File: src/rtl/invaders_pkg.sv
// Shared constants and types for the space invaders datapath: coordinate and
// colour widths, palette entries, playfield bounds and the ship FSM encoding.
package invaders_pkg;

    localparam int INV_COORD_W  = 8;
    localparam int INV_COLOUR_W = 3;

    localparam logic [INV_COLOUR_W-1:0] INV_SHIP_COLOUR = 3'b111;
    localparam logic [INV_COLOUR_W-1:0] INV_BG_COLOUR   = 3'b000;

    localparam int INV_X_HOME = 155;
    localparam int INV_Y_MIN  = 0;
    localparam int INV_Y_MAX  = 116;

    typedef enum logic [1:0] {
        ST_INIT  = 2'd0,
        ST_IDLE  = 2'd1,
        ST_ERASE = 2'd2,
        ST_DRAW  = 2'd3
    } ship_state_e;

endpackage

File: src/rtl/player_ship_ctrl_sprite_scanner.sv
// Rectangular sprite scanner: walks dx (inner) and dy (outer) over an
// SPR_W x SPR_H box and offers one pixel at a time on a valid/ready link.
// Base position and colour are latched on start so the offer stays stable
// while the consumer stalls. A start coinciding with the last transfer
// chains straight into the next pass without a bubble.
module sprite_scanner
    import invaders_pkg::*;
#(
    parameter int COORD_W  = INV_COORD_W,
    parameter int COLOUR_W = INV_COLOUR_W,
    parameter int SPR_W    = 2,
    parameter int SPR_H    = 4,
    parameter int X_RST    = INV_X_HOME,
    parameter int Y_RST    = 0
) (
    input  logic                clk,
    input  logic                reset,
    input  logic                start,
    input  logic [COORD_W-1:0]  base_x,
    input  logic [COORD_W-1:0]  base_y,
    input  logic [COLOUR_W-1:0] colour,
    input  logic                plot_ready,
    output logic                plot_valid,
    output logic [COORD_W-1:0]  plot_x,
    output logic [COORD_W-1:0]  plot_y,
    output logic [COLOUR_W-1:0] plot_colour,
    output logic                done
);

    logic [COORD_W-1:0]  dx, dy;
    logic [COORD_W-1:0]  bx, by;
    logic [COLOUR_W-1:0] col;
    logic                last_px, xfer, last_dx;

    // Transfer qualification and end-of-pass detection.
    always_comb begin
        last_dx     = (dx == COORD_W'(SPR_W - 1));
        last_px     = last_dx && (dy == COORD_W'(SPR_H - 1));
        xfer        = plot_valid && plot_ready;
        done        = xfer && last_px;
        plot_x      = bx + dx;
        plot_y      = by + dy;
        plot_colour = col;
    end

    // Scan counters, latched base and offer-valid flag.
    always_ff @(posedge clk or posedge reset) begin
        if (reset) begin
            plot_valid <= 1'b0;
            dx         <= '0;
            dy         <= '0;
            bx         <= COORD_W'(X_RST);
            by         <= COORD_W'(Y_RST);
            col        <= '0;
        end else if (xfer && !last_px) begin
            if (last_dx) begin
                dx <= '0;
                dy <= dy + 1'b1;
            end else begin
                dx <= dx + 1'b1;
            end
        end else if (start && (!plot_valid || done)) begin
            plot_valid <= 1'b1;
            dx         <= '0;
            dy         <= '0;
            bx         <= base_x;
            by         <= base_y;
            col        <= colour;
        end else if (done) begin
            plot_valid <= 1'b0;
        end
    end

endmodule

File: src/rtl/player_ship_ctrl.sv
// Player ship controller: holds the ship row at a fixed column, applies
// clamped per-frame moves, streams erase/redraw pixels of the sprite to the
// plot arbiter and turns fire requests into rate-limited shot pulses.
module player_ship_ctrl
    import invaders_pkg::*;
#(
    parameter int COORD_W  = INV_COORD_W,
    parameter int X_HOME   = INV_X_HOME,
    parameter int Y_HOME   = 0,
    parameter int Y_MIN    = INV_Y_MIN,
    parameter int Y_MAX    = INV_Y_MAX,
    parameter int STEP     = 1,
    parameter int SPR_W    = 2,
    parameter int SPR_H    = 4,
    parameter int COOLDOWN = 30,
    parameter int COLOUR_W = INV_COLOUR_W,
    parameter logic [COLOUR_W-1:0] SHIP_COLOUR = COLOUR_W'(INV_SHIP_COLOUR),
    parameter logic [COLOUR_W-1:0] BG_COLOUR   = COLOUR_W'(INV_BG_COLOUR)
) (
    input  logic                clk,
    input  logic                reset,
    input  logic                frame_tick,
    input  logic                move_inc,
    input  logic                move_dec,
    input  logic                fire,
    input  logic                plot_ready,
    output logic                plot_valid,
    output logic [COORD_W-1:0]  plot_x,
    output logic [COORD_W-1:0]  plot_y,
    output logic [COLOUR_W-1:0] plot_colour,
    output logic [COORD_W-1:0]  ship_y,
    output logic                busy,
    output logic                shot_pulse,
    output logic [COORD_W-1:0]  shot_y
);

    localparam int XW   = COORD_W + 1;
    localparam int CD_W = $clog2(COOLDOWN + 2);

    ship_state_e         state, state_nxt;
    logic [COORD_W-1:0]  old_y, cand_y, ship_y_nxt;
    logic [COORD_W-1:0]  base_y;
    logic [COLOUR_W-1:0] base_colour;
    logic                move_ok, start_q, start_nxt, scan_start, scan_done;
    logic [CD_W-1:0]     cooldown;

    // One extra bit of headroom so neither the increment nor the decrement
    // can wrap before the clamp is applied.
    function automatic logic [COORD_W-1:0] clamp_move(
        input logic [COORD_W-1:0] y,
        input logic               inc,
        input logic               dec
    );
        logic [XW-1:0] wide;
        wide = {1'b0, y};
        if (inc && !dec) begin
            wide = wide + XW'(STEP);
            if (wide > XW'(Y_MAX))
                wide = XW'(Y_MAX);
        end else if (dec && !inc) begin
            if (wide < XW'(Y_MIN + STEP))
                wide = XW'(Y_MIN);
            else
                wide = wide - XW'(STEP);
        end
        return wide[COORD_W-1:0];
    endfunction

    // Next-state, move commit and scanner start/base selection.
    always_comb begin
        state_nxt   = state;
        start_nxt   = 1'b0;
        move_ok     = 1'b0;
        cand_y      = clamp_move(ship_y, move_inc, move_dec);
        ship_y_nxt  = ship_y;
        case (state)
            ST_INIT: begin
                state_nxt = ST_DRAW;
                start_nxt = 1'b1;
            end
            ST_IDLE: begin
                if (frame_tick && (cand_y != ship_y)) begin
                    move_ok    = 1'b1;
                    ship_y_nxt = cand_y;
                    state_nxt  = ST_ERASE;
                    start_nxt  = 1'b1;
                end
            end
            ST_ERASE: if (scan_done) state_nxt = ST_DRAW;
            ST_DRAW:  if (scan_done) state_nxt = ST_IDLE;
            default:  state_nxt = ST_INIT;
        endcase

        // The draw pass is launched on the same cycle the erase pass ends,
        // so the two passes run back to back.
        scan_start = start_q || ((state == ST_ERASE) && scan_done);
        if ((state == ST_ERASE) && !scan_done) begin
            base_y      = old_y;
            base_colour = BG_COLOUR;
        end else begin
            base_y      = ship_y;
            base_colour = SHIP_COLOUR;
        end
        busy = (state != ST_IDLE);
    end

    // FSM state, committed/previous ship row and the registered pass start.
    always_ff @(posedge clk or posedge reset) begin
        if (reset) begin
            state   <= ST_INIT;
            start_q <= 1'b0;
            ship_y  <= COORD_W'(Y_HOME);
            old_y   <= COORD_W'(Y_HOME);
        end else begin
            state   <= state_nxt;
            start_q <= start_nxt;
            ship_y  <= ship_y_nxt;
            if (move_ok)
                old_y <= ship_y;
        end
    end

    // Fire cooldown: a launching tick reloads the counter instead of
    // decrementing it.
    always_ff @(posedge clk or posedge reset) begin
        if (reset) begin
            cooldown   <= '0;
            shot_pulse <= 1'b0;
            shot_y     <= '0;
        end else begin
            shot_pulse <= 1'b0;
            if (frame_tick) begin
                if (fire && (cooldown == '0)) begin
                    shot_pulse <= 1'b1;
                    shot_y     <= ship_y_nxt + COORD_W'(SPR_H / 2);
                    cooldown   <= CD_W'(COOLDOWN);
                end else if (cooldown != '0) begin
                    cooldown <= cooldown - 1'b1;
                end
            end
        end
    end

    sprite_scanner #(
        .COORD_W  (COORD_W),
        .COLOUR_W (COLOUR_W),
        .SPR_W    (SPR_W),
        .SPR_H    (SPR_H),
        .X_RST    (X_HOME),
        .Y_RST    (Y_HOME)
    ) u_scanner (
        .clk         (clk),
        .reset       (reset),
        .start       (scan_start),
        .base_x      (COORD_W'(X_HOME)),
        .base_y      (base_y),
        .colour      (base_colour),
        .plot_ready  (plot_ready),
        .plot_valid  (plot_valid),
        .plot_x      (plot_x),
        .plot_y      (plot_y),
        .plot_colour (plot_colour),
        .done        (scan_done)
    );

endmodule

File: config.mk
export PLATFORM = sky130hd
export DESIGN_NAME = player_ship_ctrl
export DESIGN_NICKNAME = d
export VERILOG_FILES = /design/src/rtl/invaders_pkg.sv /design/src/rtl/player_ship_ctrl_sprite_scanner.sv /design/src/rtl/player_ship_ctrl.sv
export SDC_FILE = /design/constraint.sdc
export NUM_CORES = 1
export LEC_CHECK = 0
export CORE_AREA = 3 3 70 121
export CTS_CLUSTER_DIAMETER = 60
export DETAILED_ROUTE_END_ITERATION = 6
export DIE_AREA = 0 0 73 124
export PLACE_DENSITY = 0.85
export SYNTH_ARGS = -nofsm -noshare
export SYNTH_HDL_FRONTEND = slang
export SYNTH_HIERARCHICAL = 1
export SYNTH_SLANG_ARGS = --single-unit
File: constraint.sdc
create_clock -name clk -period 4.6 [get_ports clk]
set_input_delay 1.15 -clock clk [delete_from_list [all_inputs] [get_ports clk]]
set_output_delay 1.15 -clock clk [all_outputs]
set_load 0.01 [all_outputs]
### Word-level counts from Yosys, hierarchy flattened

Index checks and enable logic that the tools add are counted.

* flip-flop bits (word level): 61
* logic and storage cells: 90

* bitwise operators: 1
* magnitude comparators: 2
* reductions and logical operators: 30
* multiplexer cells: 26
* add/subtract/negate cells: 8
* eq/ne operators: 11

Operator list (number)
* $mux 8: 12
* $add 8x1->8 const B: 2
* $logic_and 1x1->1: 11
* $mux 5: 2
* $reduce_and 2->1: 5
* $add 8x1->9 const B: 1
* $gt 9x7->1 const B: 1
* $add 8x2->8 const B: 1
* $add 8x8->8: 1
* $add 8x8->8 const A: 1
* $eq 8x1->1 const B: 1
* $eq 8x2->1 const B: 1
* $lt 8x1->1 const B: 1
* $ne 8x8->1: 1
* $pmux 2 s4: 1
* $sub 8x1->8 const B: 1
* $mux 1: 6
* $mux 2: 3
* $ne 2x2->1 const B: 3
* $reduce_bool 2->1: 3
* $logic_not 1->1: 5
* $logic_not 5->1: 1
* $reduce_bool 5->1: 1
* $sub 5x1->5 const B: 1
* other kinds (9): 12

### Longest topological paths before layout

* depth after elaboration: 9
* gate-level depth with buffers: 14

### Modules after synthesis

The synthesis kept the hierarchy.

Modules (own cells, without submodules)
* sprite_scanner: cells an instance 270, area an instance 2434.8 µm², instances 1
* player_ship_ctrl: cells an instance 272, area an instance 2321.0 µm², instances 1

### Least setup slack after synthesis

OpenSTA, ideal clock, no wires.

* kind: input-to-reg
* start point: input port move_dec
* end point: register shot_y[6]
* buffers on the path: 1
* arrival: 3.129 ns
* path slack: 1.379 ns
* data required time: 4.508 ns
* stages: 10
* cells stage by stage: nand2b_1 clkbuf_1 o22ai_1 nor3_1 o2111ai_1 nor4_1 a21oi_1 a221o_1 and4_4 o31ai_2

* cells in the longest elaborated chain, start to end: 8
* elaborated cells on any way between the ends: 10
* those cells by class: 1 x add/sub; 1 x eq/ne; 4 x mux; 4 x reduce/logical

Ends and longest elaborated chain
* from (decl): RTL line player_ship_ctrl.sv:24 `input logic move_dec,`
* $logic_and 1x1->1 / $logic_not 1->1 (equally long branches): RTL line player_ship_ctrl.sv:60, player_ship_ctrl.sv:56
* $mux 8 / $logic_and 1x1->1 (equally long branches): RTL line player_ship_ctrl.sv:60, player_ship_ctrl.sv:56
* $mux 8 *: RTL line player_ship_ctrl.sv:56 `if (inc && !dec) begin`
* $ne 8x8->1: RTL line player_ship_ctrl.sv:82 `if (frame_tick && (cand_y != ship_y)) begin`
* $logic_and 1x1->1: RTL line player_ship_ctrl.sv:82
* $mux 8 *: RTL line player_ship_ctrl.sv:82
* $mux 8 *: RTL line player_ship_ctrl.sv:76 `case (state)`
* net ship_y_nxt[5]: RTL line player_ship_ctrl.sv:41 `logic [COORD_W-1:0] old_y, cand_y, ship_y_nxt;`
* $add 8x2->8 *: RTL line player_ship_ctrl.sv:135 `shot_y <= ship_y_nxt + COORD_W'(SPR_H / 2);`
* to (signal assigned): RTL line player_ship_ctrl.sv:135
* to (decl): RTL line player_ship_ctrl.sv:34 `output logic [COORD_W-1:0] shot_y`

Mark *: on every way through the listed nets, which the timed path passes. The rest lies on a longest branch.
A chain may end at the register's enable or synchronous reset.

### Worst setup path after layout

* start point: register u_scanner.dy[0]
* end point: output port plot_y[6]

* cells in the longest elaborated chain, start to end: 1

Ends and longest elaborated chain
* from (decl): RTL line player_ship_ctrl_sprite_scanner.sv:30 `logic [COORD_W-1:0] dx, dy;`
* from (signal assigned): RTL line player_ship_ctrl_sprite_scanner.sv:58 `dy <= dy + 1'b1;`
* $add 8x8->8: RTL line player_ship_ctrl_sprite_scanner.sv:42 `plot_y = by + dy;`
* to (decl): RTL line player_ship_ctrl.sv:29 `output logic [COORD_W-1:0] plot_y,`

Every way passes these cells.

==> impl_metrics.json <==
{
  "clock-sinks": 69,
  "vias": 4405,
  "drtAntennaViolNets": 0,
  "synthMostInstantiatedCell": "nand2_1",
  "crit_required_ns": 3.45,
  "cts_tree": "built",
  "status": "completed",
  "grt_pass1_wl_mm": 20.8,
  "finalClockSkew_ns": 0.00609,
  "leakage_nw": 2.40,
  "hpwlAfterDp_mm": 9.17,
  "min_period_ns": 3.94,
  "fillers": 560,
  "synth_edf_count": 0,
  "yosysTopAreaCell": "dfrtp_1",
  "cts_root_buf": "clkbuf_16",
  "yosysTopAreaCellShare_pct": 33.7,
  "grtUsageTotal_pct": 29.6,
  "dieArea_mm2": 0.00905,
  "synth_commonest_cells": "nand2_1, dfrtp_1, inv_1",
  "synth_sequential_area_ratio_pct": 36.4,
  "start_kind": "register",
  "ys_seq_elements": 69,
  "std_cell_rows": 42,
  "drt_iter0_markers": 334,
  "min_path_type": "reg -> reg",
  "syn_to_final_growth_pct": 16.3,
  "grt_pass1_vias": 4405,
  "worstMarginPinSlew_ns": 0.773,
  "die-width_um": 73,
  "netlist_area_mm2": 0.00476,
  "place_ws_ns": 0.384,
  "setup_viol": 0,
  "period_share_pct": 85.6,
  "ys.flop_type": "dfrtp_1",
  "cts_resized": 0,
  "drv_cap": 0,
  "ys_warn_count": 6,
  "rsz0062_at_grt": "no",
  "crit_type": "reg -> out",
  "synth_xor_area_share_pct": 2.95,
  "async_flop_share_pct": 100,
  "synth_mux_area_share_pct": 4.18,
  "synth_area_per_cell_um2": 8.77,
  "pwr_density_cell_mw_per_mm2": 636,
  "synth.area.top_cells": "dfrtp_1, nand2_1, ha_1, mux2_2, o21ai_0",
  "yosys.area_share.simple_pct": 23.7,
  "worst_slack_ns": 0.663,
  "clock_path_buffers": 2,
  "hold_buffers": 0,
  "remaining_drc_errors": 0,
  "die_y_um": 124,
  "fmax_mhz": 254,
  "wl_per_cell_um": 18.8,
  "numCtsBuffers": 9,
  "peakVddDrop_v": 0.000481,
  "antenna_found_initial": 0,
  "syn_inst": 542,
  "post_cts_buffers": 0,
  "synth_top_family_by_area": "simple AND/OR/NAND/NOR gates",
  "synth_compound_area_share_pct": 20.7,
  "drive_above_1_share_pct": 11.6,
  "num_antenna_cells": 0,
  "yosysUniqueCellTypes": 82,
  "critPathMaxFanout": 5,
  "grt_max_degree": 37,
  "clk_pin_slew_ns": 0.06,
  "place_congestion": 0.968,
  "setup_tns_ns": 0,
  "crit_arrival_ns": 2.79,
  "ios": 45,
  "crit_path_end_kind": "output pin",
  "grt_overflow_total": 0,
  "port_buffers": 44,
  "multi_input_comb_area_mm2": 0.00280,
  "worst_slew_margin_rel_pct": 48.4,
  "wirelength_mm": 12.7,
  "h-tree-depth": 3,
  "synth_adder_area_share_pct": 6.63,
  "insertion_delay_ns": 0.33,
  "ff_latch_area_mm2": 0.00173,
  "initial_core_util_pct": 62.4,
  "vias_per_cell": 6.52,
  "finalMaxSlewViolations": 0,
  "first_pass_iters": 5,
  "coreArea_mm2": 0.00762,
  "num-nets-final": 614,
  "hold_viol_final": 0
}
==> cell type report <==
type                    count  share of cell area, %
clock buffers              10                   4.14
well taps                  88                   1.99
clock inverters             6                  0.860
inverters                  32                   2.17
multi-input cells         420                   50.6
repair buffers             51                   8.91
flip-flops and latches     69                   31.3
==> cells by family (layout without fill, tap and decap cells) <==
logic type,Yosys count,after routing
simple gates,212,212
buf+inv,59,99
compound gates,142,142
mux,18,18
fa+ha+maj,24,24
flops,69,69
other cells,2,8
xor+xnor,16,16
==> per-layer routing <==
layer | GRT usage, % | wire (um) | part of all wire [%]
met5 | 0 | 0 | 0
met4 | 16.9 | 648 | 5.1
met3 | 4.77 | 623 | 4.9
met2 | 53.0 | 6790 | 54
met1 | 32.2 | 4630 | 36
==> sequential cells by signal (all words and copies together), names as in the netlist <==
| name | flops |
|---|---|
| u_scanner/bx | 8 |
| start_q | 1 |
| u_scanner/plot_valid | 1 |
| cooldown | 5 |
| u_scanner/dx | 8 |
| ship_y | 8 |
| u_scanner/by | 8 |
| shot_pulse | 1 |
| old_y | 8 |
| state | 2 |
| u_scanner/plot_colour | 3 |
| shot_y | 8 |
| u_scanner/dy | 8 |
==> cell usage in the layout (no fill, tap or decap), types with 4 or more instances in the layout <==
cell,n
a31oi_1,8
a21oi_1,24
o2111ai_1,4
o21ai_0,27
nor2b_1,7
a22o_1,4
nand3_1,21
mux2_2,15
or3_1,4
clkdlybuf4s50_1,44
nand2b_1,12
and3_1,8
inv_1,32
conb_1,8
buf_4,7
o22ai_1,20
nor3_1,15
dfstp_2,5
clkbuf_16,9
xor2_1,5
dfrtp_1,64
and2_1,4
o211ai_1,8
nor2_1,23
xnor2_1,11
o21a_1,6
ha_1,22
nand2_1,82
==> worst paths after layout <==
kind | start | to | slack (ns) | cells past startpoint
setup reg to reg | ship_y[0]$_DFF_PP0_ | shot_y[6]$_DFFE_PP0P_ | 0.98 | 12
hold reg to reg | shot_y[2]$_DFFE_PP0P_ | shot_y[2]$_DFFE_PP0P_ | 0.49 | 2
min in group asynchronous | reset | cooldown[2]$_DFFE_PP0P_ | 1.24 | 3
setup / recovery | u_scanner/dy[0]$_DFFE_PP0P_ | plot_y[6] | 0.66 | 8
hold / removal | shot_y[2]$_DFFE_PP0P_ | shot_y[2]$_DFFE_PP0P_ | 0.49 | 2
max in group asynchronous | reset | u_scanner/bx[7]$_DFFE_PP1P_ | 2.98 | 3
==> critical path, cell delays in order, from the launching register on <==
cell,delay (ns)
dfrtp_1,0.44
ha_1,0.25
inv_1,0.07
fa_1,0.21
nor2b_1,0.06
o21a_1,0.22
o21a_1,0.21
o311ai_0,0.38
clkdlybuf4s50_1,0.61
==> report_power, final <==
part / internal (mW) / switching, mW / total (mW)
clock: 0.369 / 0.265 / 0.634
combinational: 0.871 / 0.883 / 1.75
sequential: 0.841 / 0.288 / 1.13
==> stage by stage <==
step	power [mW]	instances	hold slack (ns)	util, %	instance area, um2
after floorplan	2.16	548	0.464	-	4780
after global placement	2.80	660	0.465	68.9	5250
after detailed placement	2.86	660	0.470	68.9	5250
after CTS	3.52	676	0.484	72.6	5530
after global routing	3.75	676	0.516	72.6	5530
final	3.52	676	0.485	72.6	5530
Note: power is estimated with default switching activity, not from simulation.
